$ cat src/rtl/flash_game_reader_pkg.sv
// Shared definitions for the SPI NOR game-image reader.
// Build option: FLASH_FAST_READ_EN selects the FAST READ (0x0B) command with
// eight dummy clocks; otherwise plain READ (0x03) is issued.
package flash_pkg;

    localparam int ADDR_W = 24;

    localparam logic [7:0] FLASH_OP_READ      = 8'h03;
    localparam logic [7:0] FLASH_OP_FAST_READ = 8'h0B;

`ifdef FLASH_FAST_READ_EN
    localparam logic [7:0] FLASH_OPCODE = FLASH_OP_FAST_READ;
`else
    localparam logic [7:0] FLASH_OPCODE = FLASH_OP_READ;
`endif

    // State encodings
    localparam logic [2:0] ST_IDLE   = 3'd0;
    localparam logic [2:0] ST_CMD    = 3'd1;
    localparam logic [2:0] ST_ADDR   = 3'd2;
    localparam logic [2:0] ST_DUMMY  = 3'd3;
    localparam logic [2:0] ST_DATA   = 3'd4;
    localparam logic [2:0] ST_CSHOLD = 3'd5;
    localparam logic [2:0] ST_DONE   = 3'd6;

    typedef enum logic [2:0] {
        IDLE   = ST_IDLE,
        CMD    = ST_CMD,
        ADDR   = ST_ADDR,
        DUMMY  = ST_DUMMY,
        DATA   = ST_DATA,
        CSHOLD = ST_CSHOLD,
        DONE   = ST_DONE
    } state_t;

endpackage

$ cat src/rtl/flash_game_reader_sck_gen.sv
// SCK divider: toggles sck every CLK_DIV clk cycles while run is high.
// rise_en / fall_en mark the clk edge on which sck goes high / low, so the
// caller can sample MISO and shift MOSI on exactly those edges.
// Dropping run forces sck low at once and clears the divider.
module spi_sck_gen #(
    parameter int CLK_DIV = 2
) (
    input  logic clk,
    input  logic reset_n,
    input  logic run,
    output logic sck,
    output logic rise_en,
    output logic fall_en
);

    localparam logic [7:0] DIV_LAST = 8'(CLK_DIV - 1);

    logic [7:0] cnt;
    logic       sck_q;
    logic       wrap;

    assign wrap    = run && (cnt == DIV_LAST);
    assign rise_en = wrap && !sck_q;
    assign fall_en = wrap &&  sck_q;
    // Gating with run keeps sck low on the same cycle chip select rises.
    assign sck     = sck_q & run;

    // Half-period counter and sck toggle flop
    always_ff @(posedge clk or negedge reset_n) begin
        if (!reset_n) begin
            cnt   <= '0;
            sck_q <= 1'b0;
        end else if (!run) begin
            cnt   <= '0;
            sck_q <= 1'b0;
        end else if (wrap) begin
            cnt   <= '0;
            sck_q <= ~sck_q;
        end else begin
            cnt   <= cnt + 8'd1;
        end
    end

endmodule

$ cat src/rtl/flash_game_reader.sv
// Streams an iNES image out of SPI NOR flash (mode 0, MSB first) into the
// game loader. Each received byte is presented on out_data with a one-cycle
// out_strobe. Streaming ends on the loader's stop level, on the MAX_BYTES
// cap, or on reset.
// Build option: FLASH_FAST_READ_EN (FAST READ opcode plus a DUMMY phase).
// CLK_DIV must be 2..255 in the default build, 1..255 with the option.
module flash_game_reader
    import flash_pkg::*;
#(
    parameter logic [ADDR_W-1:0] START_ADDR = 24'h100000,
    parameter int                CLK_DIV    = 2,
    parameter logic [21:0]       MAX_BYTES  = 22'h200000,
    parameter int                CS_HOLD    = 4
) (
    input  logic        clk,
    input  logic        reset_n,
    input  logic        start,
    input  logic        stop,
    output logic        spi_cs_n,
    output logic        spi_sck,
    output logic        spi_mosi,
    input  logic        spi_miso,
    output logic [7:0]  out_data,
    output logic        out_strobe,
    output logic        busy,
    output logic        done,
    output logic [21:0] byte_count
);

    localparam logic [7:0] HOLD_LAST = 8'(CS_HOLD - 1);

    state_t      state;
    logic [30:0] tx_sr;     // opcode/address bits still to be sent
    logic [6:0]  rx_sr;     // first seven bits of the byte being received
    logic [4:0]  bit_cnt;   // SCK falls in CMD/ADDR/DUMMY, rises mod 8 in DATA
    logic [7:0]  hold_cnt;
    logic        sck_run;
    logic        sck_rise;
    logic        sck_fall;
    logic        in_header;
    logic        at_boundary;
    logic        abort;

    // The divider runs exactly while chip select is asserted.
    assign sck_run = ~spi_cs_n;

    spi_sck_gen #(
        .CLK_DIV (CLK_DIV)
    ) u_sck_gen (
        .clk     (clk),
        .reset_n (reset_n),
        .run     (sck_run),
        .sck     (spi_sck),
        .rise_en (sck_rise),
        .fall_en (sck_fall)
    );

    // Leaving the transfer early: stop during the header abandons it at once;
    // in DATA we only leave on the SCK fall that ends a byte, so sck returns
    // low and CS rises together.
    always_comb begin
        in_header   = (state == CMD) || (state == ADDR) || (state == DUMMY);
        at_boundary = (state == DATA) && sck_fall && (bit_cnt[2:0] == 3'd0);
        abort       = (in_header && stop) ||
                      (at_boundary && (stop || byte_count == MAX_BYTES));
    end

    // Main FSM with registered SPI and loader-side outputs
    always_ff @(posedge clk or negedge reset_n) begin
        if (!reset_n) begin
            state      <= IDLE;
            spi_cs_n   <= 1'b1;
            spi_mosi   <= 1'b0;
            tx_sr      <= '0;
            rx_sr      <= '0;
            bit_cnt    <= '0;
            hold_cnt   <= '0;
            out_data   <= '0;
            out_strobe <= 1'b0;
            busy       <= 1'b0;
            done       <= 1'b0;
            byte_count <= '0;
        end else begin
            out_strobe <= 1'b0;
            if (abort) begin
                state    <= CSHOLD;
                spi_cs_n <= 1'b1;
                spi_mosi <= 1'b0;
                bit_cnt  <= '0;
                hold_cnt <= '0;
            end else begin
                case (state)
                    IDLE, DONE: begin
                        if (start) begin
                            state      <= CMD;
                            spi_cs_n   <= 1'b0;
                            busy       <= 1'b1;
                            done       <= 1'b0;
                            byte_count <= '0;
                            bit_cnt    <= '0;
                            // First opcode bit goes out with CS; the rest
                            // shift on each SCK fall.
                            spi_mosi   <= FLASH_OPCODE[7];
                            tx_sr      <= {FLASH_OPCODE[6:0], START_ADDR};
                        end
                    end
                    CMD: begin
                        if (sck_fall) begin
                            spi_mosi <= tx_sr[30];
                            tx_sr    <= {tx_sr[29:0], 1'b0};
                            bit_cnt  <= bit_cnt + 5'd1;
                            if (bit_cnt == 5'd7) begin
                                state   <= ADDR;
                                bit_cnt <= '0;
                            end
                        end
                    end
                    ADDR: begin
                        if (sck_fall) begin
                            spi_mosi <= tx_sr[30];
                            tx_sr    <= {tx_sr[29:0], 1'b0};
                            bit_cnt  <= bit_cnt + 5'd1;
                            if (bit_cnt == 5'd23) begin
                                spi_mosi <= 1'b0;
                                bit_cnt  <= '0;
`ifdef FLASH_FAST_READ_EN
                                state    <= DUMMY;
`else
                                state    <= DATA;
`endif
                            end
                        end
                    end
                    DUMMY: begin
                        spi_mosi <= 1'b0;
                        if (sck_fall) begin
                            bit_cnt <= bit_cnt + 5'd1;
                            if (bit_cnt == 5'd7) begin
                                state   <= DATA;
                                bit_cnt <= '0;
                            end
                        end
                    end
                    DATA: begin
                        spi_mosi <= 1'b0;
                        if (sck_rise) begin
                            rx_sr   <= {rx_sr[5:0], spi_miso};
                            bit_cnt <= {2'b00, bit_cnt[2:0] + 3'd1};
                            // A byte completing while stop is high is dropped.
                            if (bit_cnt[2:0] == 3'd7 && !stop &&
                                byte_count != MAX_BYTES) begin
                                out_data   <= {rx_sr, spi_miso};
                                out_strobe <= 1'b1;
                                byte_count <= byte_count + 22'd1;
                            end
                        end
                    end
                    CSHOLD: begin
                        if (hold_cnt == HOLD_LAST) begin
                            state <= DONE;
                            busy  <= 1'b0;
                            done  <= 1'b1;
                        end else begin
                            hold_cnt <= hold_cnt + 8'd1;
                        end
                    end
                    default: begin
                        state    <= IDLE;
                        spi_cs_n <= 1'b1;
                        busy     <= 1'b0;
                    end
                endcase
            end
        end
    end

endmodule

$ cat config.mk
export PLATFORM = sky130hd
export DESIGN_NAME = flash_game_reader
export DESIGN_NICKNAME = d
export VERILOG_FILES = /design/src/rtl/flash_game_reader_pkg.sv /design/src/rtl/flash_game_reader_sck_gen.sv /design/src/rtl/flash_game_reader.sv
export SDC_FILE = /design/constraint.sdc
export NUM_CORES = 1
export LEC_CHECK = 0
export CORE_MARGIN = 3
export CORE_UTILIZATION = 53
export CTS_BUF_LIST = sky130_fd_sc_hd__clkbuf_2
export DETAILED_ROUTE_END_ITERATION = 8
export GPL_TIMING_DRIVEN = 1
export PLACE_DENSITY = 0.89
export RECOVER_POWER = 100
export SLEW_MARGIN = 20
export SYNTH_ARGS = -nofsm -noshare
export SYNTH_HDL_FRONTEND = slang
export SYNTH_SLANG_ARGS = --single-unit
$ cat constraint.sdc
create_clock -name clk -period 2.25 [get_ports clk]
set_clock_uncertainty 0.15 [all_clocks]
set_input_delay 0.45 -clock clk [delete_from_list [all_inputs] [get_ports clk]]
set_output_delay 0.45 -clock clk [all_outputs]
set_load 0.005 [all_outputs]
==> reports/results.ini <==
[placed_design]
hpwl_microns=7350
dp_slack_ps=-579
port_buffers=40
gp_congestion=0.876
dp_cells=610

[clocking]
htree_num_levels=3
insertion_delay_ps=560
cts_sinks=78
cts_buffer_depth=2
cts.clk_slew.worst_paths_ps=240
cts_root_buf=clkbuf_2
cts_tree=built
numCtsBuffers=9

[sta]
worst_pin_slew_ps=1210
hold_violations=0
final_max_slew_viol_count=0
setup_ws_ps=-374
fin_crit_ps=2620
setup-violations-final=59
holdWs_ps=342
rsz0062_at_grt=true
post-route-period-util=1.17
max_clock_freq_mhz=381
slew_headroom=0.194

[synthesis]
synth_xor_xnor_area_share=0.0706
seq_area_frac_synth=0.477
synth_compound_area_frac=0.129
yosys.area_share.simple=0.231
yosys_most_used_dff=dfrtp_1
synth_top_family_by_area=simple AND/OR/NAND/NOR gates
syn_area_sq_um=4100
synth_top_area_frac=0.470
synth_edf_count=0
syn_nets=432
yosysWarningCount=0
synth_top_cell_by_area=dfrtp_1
yosys.area_share.adder=0.0244
synth-seq-cells=78
synth_area_per_cell_sq_um=9.78
async_reset_ff_frac=1.00
synth_cell_types=62
synthCells=419
yosys-top-cells-area=dfrtp_1, nand2_1, nor2_1
synthMuxAreaShare=0.0342

[detailed_routing]
via_count=4106
route.detailed.drc=0
wl_met1_microns=5320
firstDrtPassIters=7
dr.first_iter.drc_count=335
top_layer=met4
vias_per_cell=6.19
met3_length_microns=995
wl_met2_microns=6840
drt-total-wl_microns=14000
wl_per_cell_microns=21.1
ant_nets=0

[hold_path]
min_path_type=in2reg
hold_path_depth=3

[global_route]
grt_use_total=0.290
grt_pass1_wl_microns=19800
grt_max_degree=38
antenna_found_initial=0
grt_pass1_vias=4053
gr-total-overflow=0

[die]
die_x_microns=93.9
core_area_sq_um=7370
start_util=0.556
die_area_sq_um=8820
pin_count=41
fp.dieH_microns=93.9
core.rowCount=31

[layout]
nets=573
final_common_cell=dfrtp_1
utilization=0.813
fin_cells=663
antennaDiodeCount=0
drive_gt1_frac=0.323
area_growth_pct=46.2
fillers=398
final_cell_mix=dfrtp_1, buf_4, nand2_1, nor2_1, clkdlybuf4s50_1

[critical_path]
worstSetupPathType=reg2reg
cp.required_ps=2560
startpoint_type=register
cp_max_fo=5
worstPathArrival_ps=2930
crit_path_end_kind=register
rr_worst_depth=10

[power_and_ir_drop]
leakagePower_nw=2.79
ir_worst_vdd_v=0.000597
p_per_area_nw_per_um2=898

[status]
violations=setup timing
status=finished, violations left

[flow_run]
maxCapViolCount=0

-- critical path, stage by stage, from the launching register on --
cell	delay (ps)
dfrtp_1	440
ha_4	160
ha_4	140
inv_2	30
a2111o_1	310
a311o_1	350
buf_12	170
buf_12	140
a2111oi_4	360
xnor2_1	180
nor2_1	70
-- layer usage --
| metal | GRT usage | vias up |
|---|---|---|
| met5 | 0.0128 | - |
| met4 | 0.134 | 0 |
| met3 | 0.0649 | 94 |
| met2 | 0.500 | 257 |
| met1 | 0.341 | 2013 |
| li1 | - | 1742 |
-- registers in the layout (all words and copies together), names as in the netlist --
signal           flops
bit_cnt              5
busy                 1
byte_count          22
done                 1
hold_cnt             8
out_data             8
out_strobe           1
rx_sr                7
spi_cs_n             1
spi_mosi             1
state                3
tx_sr               11
u_sck_gen.cnt        8
u_sck_gen.sck_q      1
-- layout make-up --
class / count / area [sq um] / area share
flip-flops and latches: 78 / 1950 / 0.326
well taps: 99 / 124 / 0.0207
clock inverters: 5 / 51.3 / 0.00856
inverters: 15 / 56.3 / 0.00940
repair buffers: 146 / 1400 / 0.233
clock buffers: 10 / 50.0 / 0.00836
multi-input cells: 310 / 2360 / 0.394
-- logic make-up (layout without fill, tap and decap cells) --
kind of cell | Yosys count | after routing
AOI/OAI and AO/OA | 65 | 65
xor gates and xnor gates | 33 | 33
adders and majority gates | 8 | 8
buffers and inverters | 31 | 176
DFF | 78 | 78
muxes | 13 | 13
and+or+nand+nor | 191 | 191
-- power breakdown --
part	internal, W	switching, W
registers	0.00162	0.000218
clock network	0.000247	0.000523
logic	0.00132	0.00145
total	0.00319	0.00219
-- cells in the mapped netlist (3+ instances only) --
library cell	instances
xor2_1	11
nor3_1	10
a2111oi_2	6
a211oi_2	4
mux2_2	8
dfrtp_1	77
a31oi_1	4
nand4_1	4
ha_1	8
xnor2_1	22
nand2b_1	3
o21ai_0	15
a21oi_1	12
nand2_1	58
clkbuf_1	9
and2_1	3
and3_1	4
nor2_1	57
inv_1	15
nand3_1	25
mux2i_1	5
-- what timing repair did --
item / 4_1_cts / 5_1_grt
pin swaps: 34 / 29
gates resized for setup: 55 / 37
endpoints found under the hold margin: 57 / 0
hold buffers: 1 / 0
buffers inserted: 12 / 25
cloned: 3 / 0
setup endpoints to repair: 60 / 71
-- per-stage QoR --
step / area (sq um) / total power, W / setup TNS (ps)
global placement: 5240 / 0.00386 / -15880
global route: 5990 / 0.00560 / -17820
finish: 5990 / 0.00538 / -13820
floorplan: 4230 / 0.00299 / -485
detailed placement: 5240 / 0.00396 / -19160
CTS: 5710 / 0.00487 / -12270
-- worst paths after layout --
kind,from,end,slack [ps]
max in group asynchronous,reset_n,state[1]$_DFFE_PN0P_,220
hold / removal,spi_miso,rx_sr[0]$_DFFE_PN0P_,340
hold reg to reg,tx_sr[21]$_DFFE_PN0P_,tx_sr[22]$_DFFE_PN0P_,360
min in group asynchronous,reset_n,byte_count[8]$_DFFE_PN0P_,470
setup / recovery,bit_cnt[1]$_DFFE_PN0P_,byte_count[20]$_DFFE_PN0P_,-370
setup reg to reg,bit_cnt[1]$_DFFE_PN0P_,byte_count[20]$_DFFE_PN0P_,-370
No activity file was read; power rests on OpenSTA's default activity.
